**src/rtl/cache_fill_fsm.sv**
```systemverilog
// ============================================================================
// Module  : cache_fill_fsm
// Brief   : Cache block fill engine. Issues one read per cycle for an aligned
//           block and streams the returned words into the data array, then
//           pulses the tag write. Optional macro: CRITICAL_WORD_FIRST_EN.
// Revision: 1.0 - initial release
// ============================================================================
`default_nettype none

module cache_fill_fsm #(
  parameter int ADDR_WIDTH      = 16,
  parameter int WORDS_PER_BLOCK = 8
) (
  input  logic                               clk,
  input  logic                               rst,
  input  logic                               miss_detected,
  input  logic [ADDR_WIDTH-1:0]              miss_address,
  input  logic                               memory_data_valid,
  input  logic [15:0]                        memory_data_in,
  output logic                               fsm_busy,
  output logic                               memory_enable,
  output logic                               memory_wr,
  output logic [ADDR_WIDTH-1:0]              memory_address,
  output logic                               write_data_array,
  output logic                               write_tag_array,
  output logic [$clog2(WORDS_PER_BLOCK)-1:0] cache_word_index,
  output logic [15:0]                        cache_data_out
);

  localparam int c_IDX_W = $clog2(WORDS_PER_BLOCK);
  localparam int c_CNT_W = c_IDX_W + 1;
  localparam int c_OFF_W = c_IDX_W + 1;
  localparam logic [ADDR_WIDTH-1:0] c_OFF_MASK = ADDR_WIDTH'((2 * WORDS_PER_BLOCK) - 1);
  localparam logic [c_CNT_W-1:0]    c_WPB      = c_CNT_W'(WORDS_PER_BLOCK);
  localparam logic [c_CNT_W-1:0]    c_LAST     = c_CNT_W'(WORDS_PER_BLOCK - 1);

  typedef enum logic [0:0] {
    S_IDLE = 1'b0,
    S_FILL = 1'b1
  } state_t;

  state_t                r_state;
  logic [c_CNT_W-1:0]    r_issue_cnt;
  logic [c_CNT_W-1:0]    r_recv_cnt;
  logic [ADDR_WIDTH-1:0] r_base;

  logic                  w_in_fill;
  logic                  w_mem_en;
  logic                  w_wr_data;
  logic                  w_last;
  logic [c_IDX_W-1:0]    w_off;
  logic [c_IDX_W-1:0]    w_req_word;
  logic [c_IDX_W-1:0]    w_rcv_word;
  logic [ADDR_WIDTH-1:0] w_req_addr;

`ifdef CRITICAL_WORD_FIRST_EN
  logic [c_IDX_W-1:0]    r_word_off;
  assign w_off = r_word_off;
`else
  assign w_off = '0;
`endif

  assign w_in_fill  = (r_state == S_FILL);
  assign w_mem_en   = w_in_fill && (r_issue_cnt < c_WPB);
  assign w_wr_data  = w_in_fill && memory_data_valid;
  assign w_last     = w_wr_data && (r_recv_cnt == c_LAST);

  // Word slots wrap naturally within c_IDX_W bits, giving the modulo order.
  assign w_req_word = w_off + r_issue_cnt[c_IDX_W-1:0];
  assign w_rcv_word = w_off + r_recv_cnt[c_IDX_W-1:0];
  assign w_req_addr = r_base + {{(ADDR_WIDTH-c_IDX_W-1){1'b0}}, w_req_word, 1'b0};

  assign fsm_busy         = w_in_fill || ((r_state == S_IDLE) && miss_detected);
  assign memory_enable    = w_mem_en;
  assign memory_wr        = 1'b0;
  assign memory_address   = w_mem_en ? w_req_addr : '0;
  assign write_data_array = w_wr_data;
  assign write_tag_array  = w_last;
  assign cache_word_index = w_wr_data ? w_rcv_word : '0;
  assign cache_data_out   = memory_data_in;

  always_ff @(posedge clk) begin
    if (rst) begin
      r_state     <= S_IDLE;
      r_issue_cnt <= '0;
      r_recv_cnt  <= '0;
      r_base      <= '0;
`ifdef CRITICAL_WORD_FIRST_EN
      r_word_off  <= '0;
`endif
    end else begin
      case (r_state)
        S_IDLE: begin
          if (miss_detected) begin
            r_base      <= miss_address & ~c_OFF_MASK;
            r_issue_cnt <= '0;
            r_recv_cnt  <= '0;
            r_state     <= S_FILL;
`ifdef CRITICAL_WORD_FIRST_EN
            r_word_off  <= miss_address[c_OFF_W-1:1];
`endif
          end
        end
        S_FILL: begin
          if (w_mem_en) begin
            r_issue_cnt <= r_issue_cnt + 1'b1;
          end
          if (w_wr_data) begin
            r_recv_cnt <= r_recv_cnt + 1'b1;
          end
          if (w_last) begin
            r_state <= S_IDLE;
          end
        end
        default: r_state <= S_IDLE;
      endcase
    end
  end

endmodule

`default_nettype wire

```
**config.mk**
```make
export PLATFORM = sky130hd
export DESIGN_NAME = cache_fill_fsm
export DESIGN_NICKNAME = d
export VERILOG_FILES = /design/src/rtl/cache_fill_fsm.sv
export SDC_FILE = /design/constraint.sdc
export NUM_CORES = 1
export LEC_CHECK = 0
export ABC_AREA = 1
export BUFFER_PORTS_ARGS = -buffer_cell sky130_fd_sc_hd__buf_2
export CORE_MARGIN = 8
export CORE_UTILIZATION = 41
export DETAILED_ROUTE_END_ITERATION = 8
export HOLD_SLACK_MARGIN = 0.03
export PLACE_DENSITY = 0.79
export SLEW_MARGIN = 10
export SYNTH_ARGS = -nofsm -noshare
export SYNTH_HDL_FRONTEND = slang
export SYNTH_SLANG_ARGS = --single-unit
```
**constraint.sdc**
```tcl
create_clock -name clk -period 1.1 [get_ports clk]
set_input_delay 0.11 -clock clk [delete_from_list [all_inputs] [get_ports clk]]
set_output_delay 0.11 -clock clk [all_outputs]
set_load 0.02 [all_outputs]
```
==> flow_summary.toml <==
[status]
status = "finished, violations left"
violations = "negative setup slack"

[clocking]
cts_tree = "yes"
clk_pin_slew_ns = 0.12
clk_latency_ns = 0.30
ctsLongestPathBuffers = 2
htree_levels = 1
cts_sinks = 21
cts_root_buffer = "clkbuf_4"
cts_buffers = 3

[routing]
wire_per_inst_um = 13.9
dr.pass1.iters = 4
first_iter_violations = 36
routed_wl_um = 3180
drc = 0
num_vias = 1085
ant_nets = 0
viasPerCell = 4.76

[job]
cap_violations = 0

[yosys]
yosys.area.top_type_share = 0.366
synth_area_per_cell_um2 = 7.22
synth_largest_area_cell = "dfxtp_1"
netlist_area_um2 = 1150
synth-seq-cells = 21
synthTopCellsByArea = "dfxtp_1 37%, buf_4 12%, nor2_1 9.5%"
ys_types = 25
synthesis.instances = 159
ys_seq_area_frac = 0.366
synth_warnings = 0

[place]
dp_hpwl_um = 1890
io_buffer_count = 37
gp_congestion = 0.810

[global_route]
grt_pass1_vias = 1037
grt_overflow_total = 0
grt_max_degree = 29
grt_use_total = 0.125
grt_pass1_wl_um = 4520
antenna_found_initial = 0

[finish]
diodes = 0
drive_above_1_share = 0.553
fillCellCount = 224
fin_nets = 236
multi_input_area_um2 = 648
regArea_um2 = 430
syn_to_final_growth_pct = 53.5

[floorplanning]
dieWidth_um = 68.9
dieArea_um2 = 4750
rows = 19
die_height_um = 68.9
start_util = 0.423
core_um2 = 2710
io_pins = 76

[sta]
max_freq_ghz = 0.777
hold_violations = 0
finalSetupViolCount = 22
rsz0062_at_grt = "yes"
slew_viol_final = 0
post-route-min-period_ns = 1.29
layout_setup_ws_ns = -0.187
fin_worst_skew_ns = 0.00161
fin_crit_sh = 1.17
whs_ns = 0.0659

[power]
static-leakage-power_nw = 0.751
power.density_nw_per_um2 = 946
peakVddDrop_uv = 669
total_power_mw = 1.67

[setup_path]
cp.arrival_ns = 1.18
max_stage_delay_ns = 0.40
crit_fanout = 7
critPathLaunchType = "flip-flop"
path_cells = "nand2_4 > buf_12 > nor2_4 > buf_6"
setup.worst_path.class = "flip-flop to primary output"
worstPathRequired_ns = 0.99
slowest_stage = "dfxtp_4"
cpLargestDelayFamily = "flip-flops"
critPathBufInv = 2
cp-end-kind = "primary output"

[worst_hold_path]
min_path_type = "input pin to flip-flop"
## final cells by class
type / count / share of cell area
Timing Repair Buffer: 55 / 0.281
Inverter: 28 / 0.0696
Clock buffer: 3 / 0.0128
Tap cell: 31 / 0.0220
Sequential cell: 21 / 0.244
Multi-Input combinational cell: 89 / 0.368
Clock inverter: 1 / 0.00284
## final timing paths
path / slack [ns] / from / end / cells past startpoint
setup / recovery: -0.19 / r_state / memory_address[10] / 4
hold / removal: 0.07 / miss_address[7] / r_base[7] / 3
setup reg to reg: 0.01 / r_state / r_issue_cnt[2] / 5
hold reg to reg: 0.49 / r_issue_cnt[1] / r_issue_cnt[1] / 2
## sequential cells by signal, indices dropped and copies added (netlist names)
signal       cells
r_state          1
r_issue_cnt      4
r_recv_cnt       4
r_base          12
## kinds of logic (layout without fill, tap and decap cells)
family / after synthesis / count (layout) / synth area share
other: 1 / 2 / 0.00327
buffers and inverters: 51 / 87 / 0.251
DFF: 21 / 21 / 0.366
and+or+nand+nor: 54 / 55 / 0.220
adders and majority gates: 2 / 2 / 0.0218
AOI/OAI and AO/OA: 30 / 30 / 0.137
## synth_stat cells
cell / instances
o21ai_0: 9
clkbuf_2: 1
dfxtp_1: 21
nor2_4: 1
conb_1: 1
nor2_2: 1
nand2_4: 1
a21oi_1: 15
nor3_1: 1
a21oi_2: 1
o21ai_1: 4
buf_4: 18
nand2_1: 13
nor3b_2: 1
buf_2: 1
o21ai_2: 1
inv_2: 3
inv_1: 25
buf_6: 2
ha_1: 2
nand2_2: 3
nand3_2: 2
nor2_1: 29
buf_8: 1
nand3_1: 2
## where the power goes
group	internal [mW]	total, mW	switching, mW
registers	0.804	0.824	0.0195
logic	0.199	0.472	0.273
clock network	0.135	0.370	0.235
total	1.14	1.67	0.527
## timing repair
item | CTS | global route
gates cloned | 1 | 1
endpoints found under the setup margin | 22 | 34
pin swaps | 5 | 7
hold buffers | 1 | 0
resized for setup | 71 | 55
setup buffers | 7 | 1
endpoints found under the hold margin | 3 | 0
## metrics by stage
step / instance area (um^2) / setup TNS, ns / setup slack (ns) / util / cells
after floorplan: 1160 / -0.207 / -0.0194 / - / 160
after global placement: 1260 / 0 / 0.0432 / 0.464 / 213
after detailed placement: 1260 / 0 / 0.0371 / 0.464 / 213
after CTS: 1560 / -2.93 / -0.173 / 0.577 / 226
after global routing: 1760 / -4.47 / -0.252 / 0.650 / 228
final: 1760 / -3.31 / -0.187 / 0.650 / 228
## worst reg2reg max path, delay by kind of cell, from the launching register on
| family | cells | cell delay, ns |
|---|---|---|
| and+or+nand+nor | 3 | 0.30 |
| buffers and inverters | 2 | 0.29 |
| DFF | 1 | 0.40 |
## placed cells by master (no fill, tap or decap), types with 7 or more instances in the layout
master / netlist / routed
buf_4: 18 / 11
inv_1: 25 / 23
nand2_1: 13 / 9
a21oi_1: 15 / 15
dfxtp_1: 21 / 15
o21ai_1: 4 / 7
nor2_4: 1 / 18
buf_2: 1 / 16
nor2_1: 29 / 11
buf_6: 2 / 25
## layer usage
metal	share of wire	vias up	track usage	wire, um
li1	-	543	-	-
met5	0	-	0	0
met4	0.013	0	0.0702	40
met2	0.58	28	0.219	1840
met1	0.37	510	0.140	1170
met3	0.040	4	0.0226	128
Note: power is estimated with default switching activity, not from simulation.
